### src/rtl/booth_mult_seq.sv
// ============================================================================
// booth_mult_seq
// ----------------------------------------------------------------------------
// Sequential Booth multiplier, WIDTH x WIDTH -> 2*WIDTH, with run-time
// signed/unsigned operand selection.
//
// A controller raises 'start' while the unit is idle. The operands and the
// 'tc' mode bit are captured on that edge. The unit then runs ITER Booth
// steps, spends one cycle in DONE, loads 'ab' and pulses 'done' for one
// cycle. 'ab' keeps its value until the next completion or until reset.
//
// Build option (macro):
//   RADIX4_EN  undefined : radix-2 Booth, 1-bit shift per step, ITER = WIDTH+1
//   RADIX4_EN  defined   : modified (radix-4) Booth, 2-bit shift per step,
//                          ITER = WIDTH/2+1; WIDTH must be even
//   Both builds give the same results and the same port behaviour. Only the
//   latency differs.
//
// Ports:
//   clk    in   1        rising-edge clock
//   rst    in   1        synchronous active-high reset; aborts any operation
//   start  in   1        request; only sampled while idle
//   a      in   WIDTH    multiplicand
//   b      in   WIDTH    multiplier
//   tc     in   1        1 = two's-complement operands, 0 = unsigned
//   ab     out  2*WIDTH  product register
//   busy   out  1        high from the cycle after acceptance through DONE
//   done   out  1        one-cycle pulse when ab has just been loaded
//
// Timing: start is accepted at edge E0. ab and done update at edge E(ITER+1).
// busy is high for ITER+1 cycles.
// ============================================================================
module booth_mult_seq #(
    parameter int WIDTH = 8
) (
    input  logic                 clk,
    input  logic                 rst,
    input  logic                 start,
    input  logic [WIDTH-1:0]     a,
    input  logic [WIDTH-1:0]     b,
    input  logic                 tc,
    output logic [2*WIDTH-1:0]   ab,
    output logic                 busy,
    output logic                 done
);

    // ------------------------------------------------------------------------
    // Derived sizes
    //   EW   : extended operand width. It carries the sign/zero extension, so
    //          one recoding scheme handles both signed and unsigned operands.
    //   AW   : accumulator width. It is one bit wider than EW so that adding
    //          +/-M (or +/-2M in radix-4) can never overflow.
    //   SH   : number of multiplier bits retired by each step.
    //   ITER : number of Booth steps. ITER*SH == EW, so after the last step
    //          {acc, mult} holds the complete product.
    // ------------------------------------------------------------------------
`ifdef RADIX4_EN
    localparam int EW   = WIDTH + 2;
    localparam int SH   = 2;
    localparam int ITER = WIDTH / 2 + 1;
`else
    localparam int EW   = WIDTH + 1;
    localparam int SH   = 1;
    localparam int ITER = WIDTH + 1;
`endif
    localparam int AW = EW + 1;
    localparam int PW = AW + EW + 1;          // {acc, mult, q-1}
    localparam int CW = $clog2(ITER + 1);

    // ------------------------------------------------------------------------
    // Elaboration-time parameter checks
    // ------------------------------------------------------------------------
    generate
        if (WIDTH < 4) begin : g_width_min_chk
            $error("booth_mult_seq: WIDTH must be >= 4");
        end
`ifdef RADIX4_EN
        if ((WIDTH % 2) != 0) begin : g_width_even_chk
            $error("booth_mult_seq: WIDTH must be even when RADIX4_EN is defined");
        end
`endif
    endgenerate

    // ------------------------------------------------------------------------
    // FSM encoding
    // ------------------------------------------------------------------------
    typedef enum logic [1:0] {
        S_IDLE = 2'd0,
        S_CALC = 2'd1,
        S_DONE = 2'd2
    } state_t;

    state_t              state_reg,  state_next;
    logic [AW-1:0]       acc_reg,    acc_next;
    logic [EW-1:0]       mult_reg,   mult_next;
    logic                qm1_reg,    qm1_next;
    logic [EW-1:0]       mcand_reg,  mcand_next;
    logic [CW-1:0]       count_reg,  count_next;
    logic [2*WIDTH-1:0]  ab_reg,     ab_next;
    logic                busy_reg,   busy_next;
    logic                done_reg,   done_next;

    // ------------------------------------------------------------------------
    // Operand extension. The low WIDTH bits pass straight through. Each extra
    // bit copies the MSB in two's-complement mode and is zero otherwise.
    // ------------------------------------------------------------------------
    wire [EW-1:0] a_ext;
    wire [EW-1:0] b_ext;

    assign a_ext[WIDTH-1:0] = a;
    assign b_ext[WIDTH-1:0] = b;

    genvar gi;
    generate
        for (gi = WIDTH; gi < EW; gi++) begin : g_ext
            assign a_ext[gi] = tc & a[WIDTH-1];
            assign b_ext[gi] = tc & b[WIDTH-1];
        end
    endgenerate

    // ------------------------------------------------------------------------
    // One Booth step
    // The recoded digit selects an addend from the multiplicand. That addend
    // is added to the accumulator. Then the whole {acc, mult, q-1} word is
    // shifted arithmetically right by SH.
    // ------------------------------------------------------------------------
    logic [AW-1:0] m_ext;        // multiplicand, sign-extended to AW bits
    logic [AW-1:0] addend;
    logic [AW-1:0] sum;
    logic [PW-1:0] shifted;
`ifdef RADIX4_EN
    logic [AW-1:0] m2_ext;       // 2*M; the AW width holds it without overflow
`endif

    always_comb begin
        m_ext  = {mcand_reg[EW-1], mcand_reg};
        addend = '0;
`ifdef RADIX4_EN
        m2_ext = {m_ext[AW-2:0], 1'b0};
        case ({mult_reg[1:0], qm1_reg})
            3'b001, 3'b010: addend = m_ext;
            3'b011:         addend = m2_ext;
            3'b100:         addend = -m2_ext;
            3'b101, 3'b110: addend = -m_ext;
            default:        addend = '0;     // 000 / 111
        endcase
`else
        case ({mult_reg[0], qm1_reg})
            2'b01:   addend = m_ext;
            2'b10:   addend = -m_ext;
            default: addend = '0;            // 00 / 11
        endcase
`endif
        sum     = acc_reg + addend;
        shifted = $signed({sum, mult_reg, qm1_reg}) >>> SH;
    end

    // ------------------------------------------------------------------------
    // Next-state and datapath update
    // ------------------------------------------------------------------------
    always_comb begin
        state_next = state_reg;
        acc_next   = acc_reg;
        mult_next  = mult_reg;
        qm1_next   = qm1_reg;
        mcand_next = mcand_reg;
        count_next = count_reg;
        ab_next    = ab_reg;
        busy_next  = busy_reg;
        done_next  = 1'b0;                   // done never lasts more than one cycle

        case (state_reg)
            S_IDLE: begin
                if (start) begin
                    mcand_next = a_ext;
                    mult_next  = b_ext;
                    acc_next   = '0;
                    qm1_next   = 1'b0;
                    count_next = CW'(ITER);
                    busy_next  = 1'b1;
                    state_next = S_CALC;
                end
            end

            S_CALC: begin
                acc_next   = shifted[PW-1 -: AW];
                mult_next  = shifted[EW:1];
                qm1_next   = shifted[0];
                count_next = count_reg - 1'b1;
                // The step taken with count == 1 is the last one.
                if (count_reg == CW'(1)) begin
                    state_next = S_DONE;
                end
            end

            S_DONE: begin
                // Every multiplier bit has been shifted out, so {acc, mult}
                // now holds the exact product. Keep only the low 2*WIDTH bits.
                ab_next    = (2*WIDTH)'({acc_reg, mult_reg});
                done_next  = 1'b1;
                busy_next  = 1'b0;
                state_next = S_IDLE;
            end

            default: begin
                state_next = S_IDLE;
                busy_next  = 1'b0;
            end
        endcase
    end

    // ------------------------------------------------------------------------
    // State registers. rst takes priority over everything, including start.
    // ------------------------------------------------------------------------
    always_ff @(posedge clk) begin
        if (rst) begin
            state_reg <= S_IDLE;
            acc_reg   <= '0;
            mult_reg  <= '0;
            qm1_reg   <= 1'b0;
            mcand_reg <= '0;
            count_reg <= '0;
            ab_reg    <= '0;
            busy_reg  <= 1'b0;
            done_reg  <= 1'b0;
        end else begin
            state_reg <= state_next;
            acc_reg   <= acc_next;
            mult_reg  <= mult_next;
            qm1_reg   <= qm1_next;
            mcand_reg <= mcand_next;
            count_reg <= count_next;
            ab_reg    <= ab_next;
            busy_reg  <= busy_next;
            done_reg  <= done_next;
        end
    end

    assign ab   = ab_reg;
    assign busy = busy_reg;
    assign done = done_reg;

endmodule

### config.mk
export PLATFORM = sky130hd
export DESIGN_NAME = booth_mult_seq
export DESIGN_NICKNAME = d
export VERILOG_FILES = /design/src/rtl/booth_mult_seq.sv
export SDC_FILE = /design/constraint.sdc
export NUM_CORES = 1
export LEC_CHECK = 0
export CORE_MARGIN = 2
export CORE_UTILIZATION = 41
export CTS_BUF_LIST = sky130_fd_sc_hd__clkbuf_16
export DETAILED_ROUTE_END_ITERATION = 7
export PLACE_DENSITY = 0.66
export REMOVE_ABC_BUFFERS = 1
export SYNTH_ARGS = -nofsm -noshare
export SYNTH_HDL_FRONTEND = slang
export SYNTH_SLANG_ARGS = --single-unit
### constraint.sdc
create_clock -name clk -period 2.8 [get_ports clk]
set_clock_uncertainty 0.1 [all_clocks]
set_input_delay 0.56 -clock clk [delete_from_list [all_inputs] [get_ports clk]]
set_output_delay 0.56 -clock clk [all_outputs]
set_load 0.005 [all_outputs]
==> results.yml, run 1 <==
worst_setup_path:
  worstPathArrival_ns: 2.91
  reg2reg_depth: 13
  worstSetupStartpoint: "qm1_reg$_SDFFE_PP0P_"
  worst-path-buf-inv: 2
  critPathMaxStageDelay_ns: 0.35
  critPathRequiredTime_ns: 2.89
  cp_slowest_cell: "ha_1"
  cp-end-kind: "flop"
  path_delay_family: "compound AO/OA/AOI/OAI gates"
  critical_path_class: "reg -> reg"
  start_kind: "flop"
  rr_startpoint: "qm1_reg$_SDFFE_PP0P_"
  cp_num_cells: 13
  cp_cell_sequence: "buf_6 -> ha_4 -> buf_6 -> a21oi_2 -> nor2_1 -> a31oi_1 -> nor2_1 -> ha_1 -> o21a_1 -> o21a_1 -> o211a_1 -> or3_1 -> a32o_1"
  cp_max_fo: 4
  reg2reg_slack_ns: -0.02
  cp-endpoint: "acc_reg[7]$_SDFFE_PP0P_"
  r2r-end: "acc_reg[7]$_SDFFE_PP0P_"
power_and_ir_drop:
  seq_power_share_pct: 47.2
  ir_drop_uv: 315
  p_switching_mw: 0.486
  p_per_area_nw_per_um2: 510
  fin_total_pwr_mw: 1.73
  swShare_pct: 28.0
  p_clk_share_pct: 34.5
  p_comb_share_pct: 18.3
  p_leak_nw: 1.30
  internal_power_mw: 1.25
sta:
  rsz0062_at_grt: "yes"
  slew_viol_final: 0
  worst_slack_ns: -0.0214
  post-route-period-util_pct: 101
  finalSetupTns_ns: -0.0214
  finalSetupViolCount: 1
  finalHoldViolCount: 0
  tightest_slew_ns: 0.828
  relSlewSlack_pct: 44.4
  post-route-min-period_ns: 2.82
  fmax_mhz: 354
drt:
  drc_errors: 0
  drtAntennaViolNets: 0
  via_count: 2508
  avgRoutedWirePerCell_um: 13.8
  drtPass1Iterations: 4
  vias_per_cell: 5.44
  wirelength_um: 6350
  drt_iter0_markers: 112
floorplan:
  fp.dieH_um: 83.1
  io_pins: 38
  fp.dieW_um: 83.1
  num_rows: 28
  die-area_um2: 6910
  core_um2: 5990
  initial_core_util_pct: 42.8
cts:
  clock_latency_ns: 0.29
  cts_max_path_buffers: 2
  cts.sinks: 52
  ctsHtreeMaxLevel: 2
  clk_pin_slew_ns: 0.07
  cts_root_buffer: "clkbuf_16"
  cts_tree: "done"
  hold_buffers: 0
  cts_buffers: 5
global_route:
  antenna_found_initial: 0
  grt_max_degree: 25
  grtUsageTotal_pct: 18.7
  gr-total-overflow: 0
  grt_pass1_wl_um: 10800
  grt_pass1_vias: 2357
layout:
  final_cell_count_no_fill: 461
  nFillCells: 559
  finalNetCount: 420
  final_common_cell: "nand2_1"
  largest_reg_flops: 16
  design_area_um2: 3400
  layout_common_cells: "69 x nand2_1, 47 x dfxtp_1, 46 x a21oi_1, 37 x clkdlybuf4s50_1, 24 x nor2_1"
  final_layout_size_suffix_gt1_share_pct: 14.8
  antennaDiodeCount: 0
  syn_to_final_growth_pct: 32.4
logic_synthesis:
  seq_area_frac_synth_pct: 40.6
  yosysUniqueCellTypes: 42
  synth_fa_ha_area_share_pct: 7.61
  syn-instance-count: 334
  synthXorXnorAreaFrac_pct: 1.37
  ys_ff_latch: 52
  yosys_warnings: 0
  synthFlopType: "dfxtp_1"
  yosys.area_share.simple_pct: 22.6
  muxShareOfSynthArea_pct: 0
  synth_area_um2: 2570
  synth_edf_count: 0
  synth_compound_area_share_pct: 22.2
  syn_area_per_cell_um2: 7.68
  synth_top_family_by_area: "simple AND/OR/NAND/NOR gates"
  async_flop_share_pct: 0
place:
  gp_congestion: 0.934
  port_buffers: 37
  dpl-instance-area_um2: 3100
  dp.final_hpwl_um: 4560
  dp_cells: 447
min_path:
  hold_class: "reg -> reg"
  hp-start: "ab[14]$_SDFFE_PP0P_"
run_status:
  violations: "setup timing"
  outcome: "complete, but fails checks"
run:
  maxCapViolCount: 0
[through the flow]
stage               utilization, %  hold WS [ns]  worst slack [ns]
global route                  56.7         0.378            -0.104
CTS                           54.7         0.358           0.00605
global placement              51.8         0.342           -0.0945
detailed placement            51.8         0.349           -0.0966
finish                        56.7         0.355           -0.0214
floorplan                        -         0.333            0.0160
[metal layers]
| metal | global-route usage, % | routed length [µm] | vias to the layer above |
|---|---|---|---|
| met4 | 5.66 | 119 | 0 |
| li1 | - | - | 1263 |
| met1 | 23.8 | 2850 | 1174 |
| met3 | 3.58 | 252 | 12 |
| met2 | 32.0 | 3120 | 59 |
| met5 | 0 | 0 | - |
[final cells by class]
cell class,count,area (µm²),share of cell area (%)
inverter,21,81.3,2.39
sequential,52,1050,31.0
multi-input combinational,244,1470,43.1
tap,75,93.8,2.76
clock inverter,3,17.5,0.516
clock buffer,5,125,3.68
timing repair buffer,61,562,16.5
[power by group through the flow]
stage	logic (mW)	registers (mW)	clock network [mW]
floorplan	0.175	0.823	0
global route	0.354	0.825	0.654
global placement	0.289	0.830	0
finish	0.317	0.819	0.599
detailed placement	0.293	0.831	0
CTS	0.300	0.815	0.615
[cell usage after synthesis (all sizes together) (3+ instances only)]
| cell type | number | area, µm² |
|---|---|---|
| a211oi | 3 | 22.5 |
| a21oi | 49 | 245 |
| a22oi | 10 | 75.1 |
| a31oi | 4 | 25.0 |
| buf | 4 | 16.3 |
| clkbuf | 13 | 48.8 |
| dfxtp | 52 | 1040 |
| ha | 14 | 175 |
| inv | 21 | 78.8 |
| nand2 | 69 | 259 |
| nand2b | 6 | 37.5 |
| nand3 | 7 | 35.0 |
| nor2 | 24 | 90.1 |
| nor2b | 4 | 32.5 |
| nor3 | 7 | 35.0 |
| o21ai | 10 | 50.1 |
| or2 | 3 | 18.8 |
| or3 | 5 | 31.3 |
[worst min path at each step]
stage,end,depth (start not counted)
6_report,ab[14]$_SDFFE_PP0P_,2
5_1_grt,ab[10]$_SDFFE_PP0P_,2
4_1_cts,ab[7]$_SDFFE_PP0P_,2
3_5_place_dp,ab[7]$_SDFFE_PP0P_,2
3_3_place_gp,ab[12]$_SDFFE_PP0P_,2
2_1_floorplan,count_reg[3]$_SDFFE_PP0P_,1
[cell families after synthesis]
group | count (synthesis)
AO/OA/AOI/OAI | 94
XOR/XNOR | 4
buffers and inverters | 38
flip-flops | 52
adder cells (fa/ha/maj) | 15
AND/OR/NAND/NOR | 131
[tightest hold or removal path, cell delays in order, from the launching register on]
cell,delay [ns]
dfxtp_1,0.31
nand2_1,0.05
a21oi_1,0.05
[repair_timing]
item                                    CTS  global route
resized for setup                         9            23
pin swaps                                 2            17
endpoints found under the setup margin    3             3
buffers inserted                          0             6
Note: power is estimated with default switching activity, not from simulation.
==> run 2: changes to the inputs <==
Settings changed: SLEW_MARGIN set to 0.
==> results of run 2 <==
Final layout, timing and power as in run 1 (identical DEF).
